===== src/rtl/multdiv_sequencer_pkg.sv =====
// Shared constants and state encoding for the multiply/divide sequencer.
// Latency: n/a (declarations only).
// Backpressure: n/a.
package multdiv_sequencer_pkg;

    localparam int MULTDIV_ITERS = 16;
    localparam int MULTDIV_CNT_W = 4;

    typedef enum logic [1:0] {
        ST_IDLE = 2'd0,
        ST_INIT = 2'd1,
        ST_RUN  = 2'd2,
        ST_DONE = 2'd3
    } state_t;

endpackage


===== src/rtl/multdiv_sequencer_if.sv =====
// Control/status bundle between execute control and the multdiv sequencer.
// Latency: n/a (wires only).
// Backpressure: none; busy tells the pipeline to stall.
interface multdiv_sequencer_if #(
    parameter int CNT_W = 4
);
    logic             ctrl_mult;
    logic             ctrl_div;
    logic             div_zero;
    logic             load_en;
    logic             step_en;
    logic             op_div;
    logic [CNT_W-1:0] iter;
    logic             busy;
    logic             data_ready;
    logic             exception;

    // Execute control side: issues starts, reads status.
    modport master (
        output ctrl_mult, ctrl_div, div_zero,
        input  load_en, step_en, op_div, iter, busy, data_ready, exception
    );

    // Sequencer side.
    modport slave (
        input  ctrl_mult, ctrl_div, div_zero,
        output load_en, step_en, op_div, iter, busy, data_ready, exception
    );
endinterface


===== src/rtl/multdiv_sequencer_iter_counter.sv =====
// Iteration counter: CNT_W-bit synchronous up-counter built from T flip-flops.
// Latency: q advances one edge after en is sampled high; wraps naturally.
// Backpressure: none; en alone gates counting.
module multdiv_sequencer_iter_counter #(
    parameter int CNT_W = 4
) (
    input  logic             clk,
    input  logic             clr,
    input  logic             en,
    output logic [CNT_W-1:0] q
);

    logic [CNT_W-1:0] t;

    // Bit i toggles when enabled and every lower bit is 1.
    assign t[0] = en;
    for (genvar i = 1; i < CNT_W; i++) begin : g_toggle
        assign t[i] = en & (&q[i-1:0]);
    end

    // T flip-flop bank.
    always_ff @(posedge clk or posedge clr) begin
        if (clr) begin
            q <= '0;
        end else begin
            q <= q ^ t;
        end
    end

endmodule


===== src/rtl/multdiv_sequencer.sv =====
// Control FSM for the iterative multiply/divide datapath: load, ITERS steps, done pulse.
// Latency: result strobe 18 cycles after the start edge (2 on divide-by-zero).
// Backpressure: starts are dropped unless IDLE; busy stalls the pipeline while in flight.
module multdiv_sequencer
    import multdiv_sequencer_pkg::*;
#(
    parameter int ITERS = MULTDIV_ITERS,
    parameter int CNT_W = MULTDIV_CNT_W
) (
    input  logic                clk,
    input  logic                clr,
    multdiv_sequencer_if.slave  bus
);

    // The terminal count is decoded as all-ones, so the iteration count
    // must be an exact power of two of the counter width.
    if (ITERS != (1 << CNT_W)) begin : g_bad_iters
        $error("multdiv_sequencer: ITERS must equal 2**CNT_W");
    end

    state_t           state;
    logic             load_q;
    logic             step_q;
    logic             busy_q;
    logic             rdy_q;
    logic             exc_q;
    logic             exc_latch;
    logic             op_q;
    logic [CNT_W-1:0] iter_q;
    logic             cnt_en;
    logic             term_cnt;

    assign cnt_en   = (state == ST_RUN);
    assign term_cnt = &iter_q;

    // Counter only runs in RUN; it wraps to 0 on the last RUN edge, so it
    // always reads 0 in IDLE/INIT/DONE without needing a separate clear.
    multdiv_sequencer_iter_counter #(
        .CNT_W (CNT_W)
    ) u_iter_counter (
        .clk (clk),
        .clr (clr),
        .en  (cnt_en),
        .q   (iter_q)
    );

    // State machine; outputs are registered alongside the state so they are
    // pure functions of the current state with no input-to-output paths.
    always_ff @(posedge clk or posedge clr) begin
        if (clr) begin
            state     <= ST_IDLE;
            load_q    <= 1'b0;
            step_q    <= 1'b0;
            busy_q    <= 1'b0;
            rdy_q     <= 1'b0;
            exc_q     <= 1'b0;
            exc_latch <= 1'b0;
            op_q      <= 1'b0;
        end else begin
            case (state)
                ST_IDLE: begin
                    if (bus.ctrl_mult || bus.ctrl_div) begin
                        state  <= ST_INIT;
                        // Multiply wins a simultaneous request.
                        op_q   <= bus.ctrl_div & ~bus.ctrl_mult;
                        load_q <= 1'b1;
                        busy_q <= 1'b1;
                    end
                end
                ST_INIT: begin
                    load_q <= 1'b0;
                    if (op_q && bus.div_zero) begin
                        // Skip iterations; report the exception immediately.
                        state     <= ST_DONE;
                        exc_latch <= 1'b1;
                        rdy_q     <= 1'b1;
                        exc_q     <= 1'b1;
                    end else begin
                        state     <= ST_RUN;
                        exc_latch <= 1'b0;
                        step_q    <= 1'b1;
                    end
                end
                ST_RUN: begin
                    if (term_cnt) begin
                        state  <= ST_DONE;
                        step_q <= 1'b0;
                        rdy_q  <= 1'b1;
                        exc_q  <= exc_latch;
                    end
                end
                ST_DONE: begin
                    state  <= ST_IDLE;
                    busy_q <= 1'b0;
                    rdy_q  <= 1'b0;
                    exc_q  <= 1'b0;
                end
                default: begin
                    state <= ST_IDLE;
                end
            endcase
        end
    end

    assign bus.load_en    = load_q;
    assign bus.step_en    = step_q;
    assign bus.busy       = busy_q;
    assign bus.data_ready = rdy_q;
    assign bus.exception  = exc_q;
    assign bus.op_div     = op_q;
    assign bus.iter       = iter_q;

endmodule


===== src/flat_wrapper.sv =====
// flat-port wrapper written by rule: the top's interface ports become plain ports
module multdiv_sequencer_flat import multdiv_sequencer_pkg::*;
#(
    parameter int ITERS = MULTDIV_ITERS,
    parameter int CNT_W = MULTDIV_CNT_W
)
  (clk, clr, bus_ctrl_mult, bus_ctrl_div, bus_div_zero, bus_load_en, bus_step_en, bus_op_div, bus_iter, bus_busy, bus_data_ready, bus_exception);
  multdiv_sequencer_if #(.CNT_W(CNT_W)) bus_i ();
  input  logic clk;
  input  logic clr;
  input wire logic [$bits(bus_i.ctrl_mult)-1:0] bus_ctrl_mult;
  input wire logic [$bits(bus_i.ctrl_div)-1:0] bus_ctrl_div;
  input wire logic [$bits(bus_i.div_zero)-1:0] bus_div_zero;
  output wire logic [$bits(bus_i.load_en)-1:0] bus_load_en;
  output wire logic [$bits(bus_i.step_en)-1:0] bus_step_en;
  output wire logic [$bits(bus_i.op_div)-1:0] bus_op_div;
  output wire logic [$bits(bus_i.iter)-1:0] bus_iter;
  output wire logic [$bits(bus_i.busy)-1:0] bus_busy;
  output wire logic [$bits(bus_i.data_ready)-1:0] bus_data_ready;
  output wire logic [$bits(bus_i.exception)-1:0] bus_exception;
  assign bus_i.ctrl_mult = bus_ctrl_mult;
  assign bus_i.ctrl_div = bus_ctrl_div;
  assign bus_i.div_zero = bus_div_zero;
  assign bus_load_en = bus_i.load_en;
  assign bus_step_en = bus_i.step_en;
  assign bus_op_div = bus_i.op_div;
  assign bus_iter = bus_i.iter;
  assign bus_busy = bus_i.busy;
  assign bus_data_ready = bus_i.data_ready;
  assign bus_exception = bus_i.exception;
  multdiv_sequencer #(.ITERS(ITERS), .CNT_W(CNT_W)) u_core (.clk(clk), .clr(clr), .bus(bus_i));
endmodule

===== config.mk =====
export PLATFORM = sky130hd
export DESIGN_NAME = multdiv_sequencer_flat
export DESIGN_NICKNAME = d
export VERILOG_FILES = /design/src/rtl/multdiv_sequencer_pkg.sv /design/src/rtl/multdiv_sequencer_if.sv /design/src/rtl/multdiv_sequencer_iter_counter.sv /design/src/rtl/multdiv_sequencer.sv /design/src/flat_wrapper.sv
export SDC_FILE = /design/constraint.sdc
export NUM_CORES = 1
export LEC_CHECK = 0
export BUFFER_PORTS_ARGS = -buffer_cell sky130_fd_sc_hd__buf_2
export CAP_MARGIN = 20
export CORE_MARGIN = 4
export CORE_UTILIZATION = 25
export CTS_CLUSTER_DIAMETER = 120
export CTS_CLUSTER_SIZE = 30
export DETAILED_ROUTE_END_ITERATION = 8
export PLACE_DENSITY = 0.51
export SYNTH_ARGS = -nofsm -noshare
export SYNTH_HDL_FRONTEND = slang
export SYNTH_SLANG_ARGS = --single-unit
export TNS_END_PERCENT = 1

===== constraint.sdc =====
create_clock -name clk -period 1.5 [get_ports clk]
set_input_delay 0 -clock clk [delete_from_list [all_inputs] [get_ports clk]]
set_output_delay 0 -clock clk [all_outputs]
set_load 0.005 [all_outputs]

==> impl_metrics.prom <==
# TYPE chip_impl_metric gauge
chip_impl_metric{name="bufs_on_longest_clock_path",unit=""} 2
chip_impl_metric{name="finalNetCount",unit=""} 97
chip_impl_metric{name="tritoncts_buffer_count",unit=""} 3
chip_impl_metric{name="later_pin_clock_latency_in_the_skew_report",unit="ns"} 0.27
chip_impl_metric{name="total_of_max_cap_violations",unit=""} 0
chip_impl_metric{name="gp_congestion",unit=""} 0.723
chip_impl_info{name="layout.cells.most_common",value="buf_2"} 1
chip_impl_metric{name="report.final.setup_viol",unit=""} 0
chip_impl_metric{name="grt_start_max_net_pins",unit=""} 14
chip_impl_metric{name="layout_worst_path_cycle_share",unit=""} 0.971
chip_impl_metric{name="io_pins",unit=""} 15
chip_impl_metric{name="clock_pin_slew_on_the_worst_setup_and_hold_paths",unit="ns"} 0.08
chip_impl_metric{name="n_fill_cell",unit=""} 254
chip_impl_metric{name="initial_utilization",unit=""} 0.264
chip_impl_metric{name="slew_headroom",unit=""} 0.667
chip_impl_metric{name="critical_path.max_stage_delay",unit="ns"} 0.43
chip_impl_metric{name="num_rows",unit=""} 18
chip_impl_info{name="timing.hold.worst.class",value="in2reg"} 1
chip_impl_metric{name="period_needed",unit="ns"} 1.46
chip_impl_metric{name="grt_first_pass_wirelength",unit="mm"} 2.28
chip_impl_metric{name="drt-pass1-iter-count",unit=""} 4
chip_impl_metric{name="post-place-cells",unit=""} 108
chip_impl_metric{name="asyncSetResetFlopFracSynth",unit=""} 1.00
chip_impl_metric{name="achievable-frequency",unit="MHz"} 687
chip_impl_metric{name="irDropWorstVdd",unit="uV"} 768
chip_impl_metric{name="routed_wl",unit="mm"} 1.44
chip_impl_metric{name="power.density_cell_area",unit="mW/mm^2"} 2270
chip_impl_metric{name="drc",unit=""} 0
chip_impl_metric{name="fin_cells",unit=""} 115
chip_impl_metric{name="clock-sinks",unit=""} 13
chip_impl_info{name="criticalPathCategory",value="reg2reg"} 1
chip_impl_metric{name="detail_route.wl_per_cell",unit="um"} 12.5
chip_impl_metric{name="detail_route.iter0.violations",unit=""} 11
chip_impl_metric{name="finalHoldViolCount",unit=""} 0
chip_impl_info{name="worst_setup_path_end_kind",value="register"} 1
chip_impl_metric{name="buffer_ports.inserted",unit=""} 14
chip_impl_metric{name="detail_route.vias_per_cell",unit=""} 4.54
chip_impl_metric{name="die_width",unit="um"} 59.4
chip_impl_metric{name="placed_wire_length_estimate_after_detailed_placement",unit="mm"} 1.07
chip_impl_metric{name="critical_path_peak_fanout",unit=""} 10
chip_impl_info{name="rsz0062_at_grt",value="true"} 1
chip_impl_metric{name="ant_nets",unit=""} 0
chip_impl_info{name="timing.critical_path.cells",value="inv_4, ha_4, a221oi_4, mux2_4"} 1
chip_impl_info{name="timing.critical_path.from_type",value="register"} 1
chip_impl_metric{name="postLayoutSetupSlackWorst",unit="ns"} 0.0441
chip_impl_metric{name="core_area",unit="sq mm"} 0.00250
chip_impl_metric{name="synth-seq-area-share",unit=""} 0.493
chip_impl_metric{name="post-route-cell-area",unit="sq um"} 913
chip_impl_metric{name="slew_violations",unit=""} 0
chip_impl_metric{name="critical_path_arrival",unit="ns"} 1.61
chip_impl_metric{name="finalPower",unit="mW"} 2.08
chip_impl_metric{name="design.die.area",unit="sq mm"} 0.00352
chip_impl_info{name="cts_tree",value="built"} 1
chip_impl_metric{name="die_h",unit="um"} 59.4
chip_impl_metric{name="yosys_reg_bits",unit=""} 13
chip_impl_metric{name="antenna-diode-count",unit=""} 0
chip_impl_metric{name="synth_area_per_cell",unit="sq um"} 11.2
chip_impl_metric{name="syn-cell-area",unit="sq um"} 659
chip_impl_metric{name="layout-drive-gt1-share",unit=""} 0.412
chip_impl_metric{name="total_leakage_power",unit="nW"} 0.437
chip_impl_metric{name="grt.overflow.total",unit=""} 0
chip_impl_info{name="run_status",value="finished clean"} 1
chip_impl_metric{name="synth.top_cell.area_share",unit=""} 0.493
chip_impl_metric{name="clock_tree.htree_level_count",unit=""} 1
chip_impl_info{name="synthTopCellsByArea",value="dfrtp_1 (49%), ha_1 (11%), inv_1 (4.0%), a21oi_1 (3.0%), xnor2_1 (2.7%)"} 1
chip_impl_info{name="synth_top_cell_by_area",value="dfrtp_1"} 1
chip_impl_info{name="synth_ff_type",value="dfrtp_1"} 1
chip_impl_metric{name="worstMarginPinSlew",unit="ns"} 0.498
chip_impl_metric{name="synth-edff-count",unit=""} 0
chip_impl_metric{name="routed-via-count",unit=""} 522
chip_impl_metric{name="clock-skew-final",unit="ns"} 0.00366
chip_impl_info{name="cpMaxStageDelayCell",value="dfrtp_2"} 1
chip_impl_metric{name="track_usage",unit=""} 0.0901
chip_impl_metric{name="flow.area_growth_from_synthesis",unit="%"} 38.5
chip_impl_metric{name="dpl-instance-area",unit="sq um"} 836
chip_impl_metric{name="synth.lib_cells_used.distinct",unit=""} 27
chip_impl_info{name="layout.cells.most_common_list",value="buf_2 (14), dfrtp_1 (12), buf_4 (7)"} 1
chip_impl_metric{name="number_of_global_route_vias_before_repair",unit=""} 532
chip_impl_metric{name="pre_cts_slack",unit="ns"} 0.00933
chip_impl_metric{name="initial_antenna_violation_count",unit=""} 0
chip_impl_metric{name="synth_nets",unit=""} 70
chip_impl_metric{name="ys.warnings.count",unit=""} 0
chip_impl_metric{name="gate_count_post_synth",unit=""} 59
chip_impl_metric{name="cp.required",unit="ns"} 1.66
chip_impl_info{name="cts_root_buf",value="clkbuf_4"} 1
## synth_stat cells, drive strengths merged (2+ instances only)
| library cell | instances |
|---|---|
| nand4 | 2 |
| a22oi | 2 |
| nand2 | 2 |
| o22ai | 2 |
| inv | 7 |
| xnor2 | 2 |
| dfrtp | 13 |
| mux2 | 2 |
| ha | 6 |
| a21oi | 4 |
| o21ai | 2 |
| nor2 | 2 |
## where the power goes
part	internal, mW	switching [mW]	total (mW)
Combinational	0.646	0.518	1.16
Clock	0.103	0.109	0.212
Sequential	0.541	0.159	0.699
## sequential cells by signal, indices dropped and copies added (netlist names)
name                     cells
u_core.bus.step_en           1
u_core.bus.exception         1
u_core.state                 2
u_core.bus.data_ready        1
u_core.bus.op_div            1
u_core.bus.load_en           1
u_core.bus.busy              1
u_core.exc_latch             1
u_core.u_iter_counter.q      4
## cell families after synthesis
kind of cell             Yosys count  synth area share
AO/OA/AOI/OAI                     15             0.163
flip-flops                        13             0.493
AND/OR/NAND/NOR                   11            0.0949
buffers and inverters              8            0.0455
adder cells (fa/ha/maj)            6             0.114
XOR/XNOR                           3            0.0399
multiplexers                       3            0.0493
## repair_timing
action / CTS / global route
pin swaps: 0 / 1
hold buffers: 2 / 0
endpoints found under the hold margin: 14 / 0
setup endpoints to repair: 1 / 4
resized for setup: 1 / 6
setup buffers: 0 / 1
## stage by stage
| stage | hold WS, ns | setup TNS, ns | util |
|---|---|---|---|
| floorplan | -0.123 | 0 | - |
| global placement | 0.0569 | 0 | 0.334 |
| detailed placement | 0.0610 | 0 | 0.334 |
| CTS | 0.0330 | 0 | 0.354 |
| global route | 0.0541 | -0.101 | 0.365 |
| finish | 0.0362 | 0 | 0.365 |
## area by class of cell
cell class,instances,area [sq um],share of cell area
flip-flops and latches,13,327,0.358
clock buffers,4,26.3,0.0288
multi-input cells,38,352,0.385
repair buffers,23,143,0.156
well taps,30,37.5,0.0411
inverters,7,28.8,0.0315
## metal layers
metal  part of all wire  track usage  routed length (um)  vias up
met5                  0            0                   0        -
met4              0.029       0.0680                  42        0
met3              0.053       0.0305                  76        4
met2               0.46        0.131                 667       12
met1               0.45        0.108                 655      245
li1                   -            -                   -      261
## worst max-delay path: cells and delay by family (launching register included)
family                   cells  cell delay (ns)
multiplexers                 1             0.32
flip-flops                   1             0.43
buffers and inverters        1             0.07
AO/OA/AOI/OAI                1             0.31
adder cells (fa/ha/maj)      1             0.21
## worst paths after layout
path / cells past startpoint / slack (ns) / start / endpoint
worst max-delay path: 4 / 0.04 / u_core.state[0] / u_core.bus.exception
worst min-delay path: 3 / 0.04 / bus_ctrl_div / u_core.bus.op_div
worst max register to register: 4 / 0.04 / u_core.state[0] / u_core.bus.exception
worst min register to register: 1 / 0.48 / u_core.exc_latch / u_core.exc_latch
max in group asynchronous: 3 / 0.86 / clr / u_core.state[0]
min in group asynchronous: 3 / 0.28 / clr / u_core.bus.data_ready
Note: power is estimated with default switching activity, not from simulation.
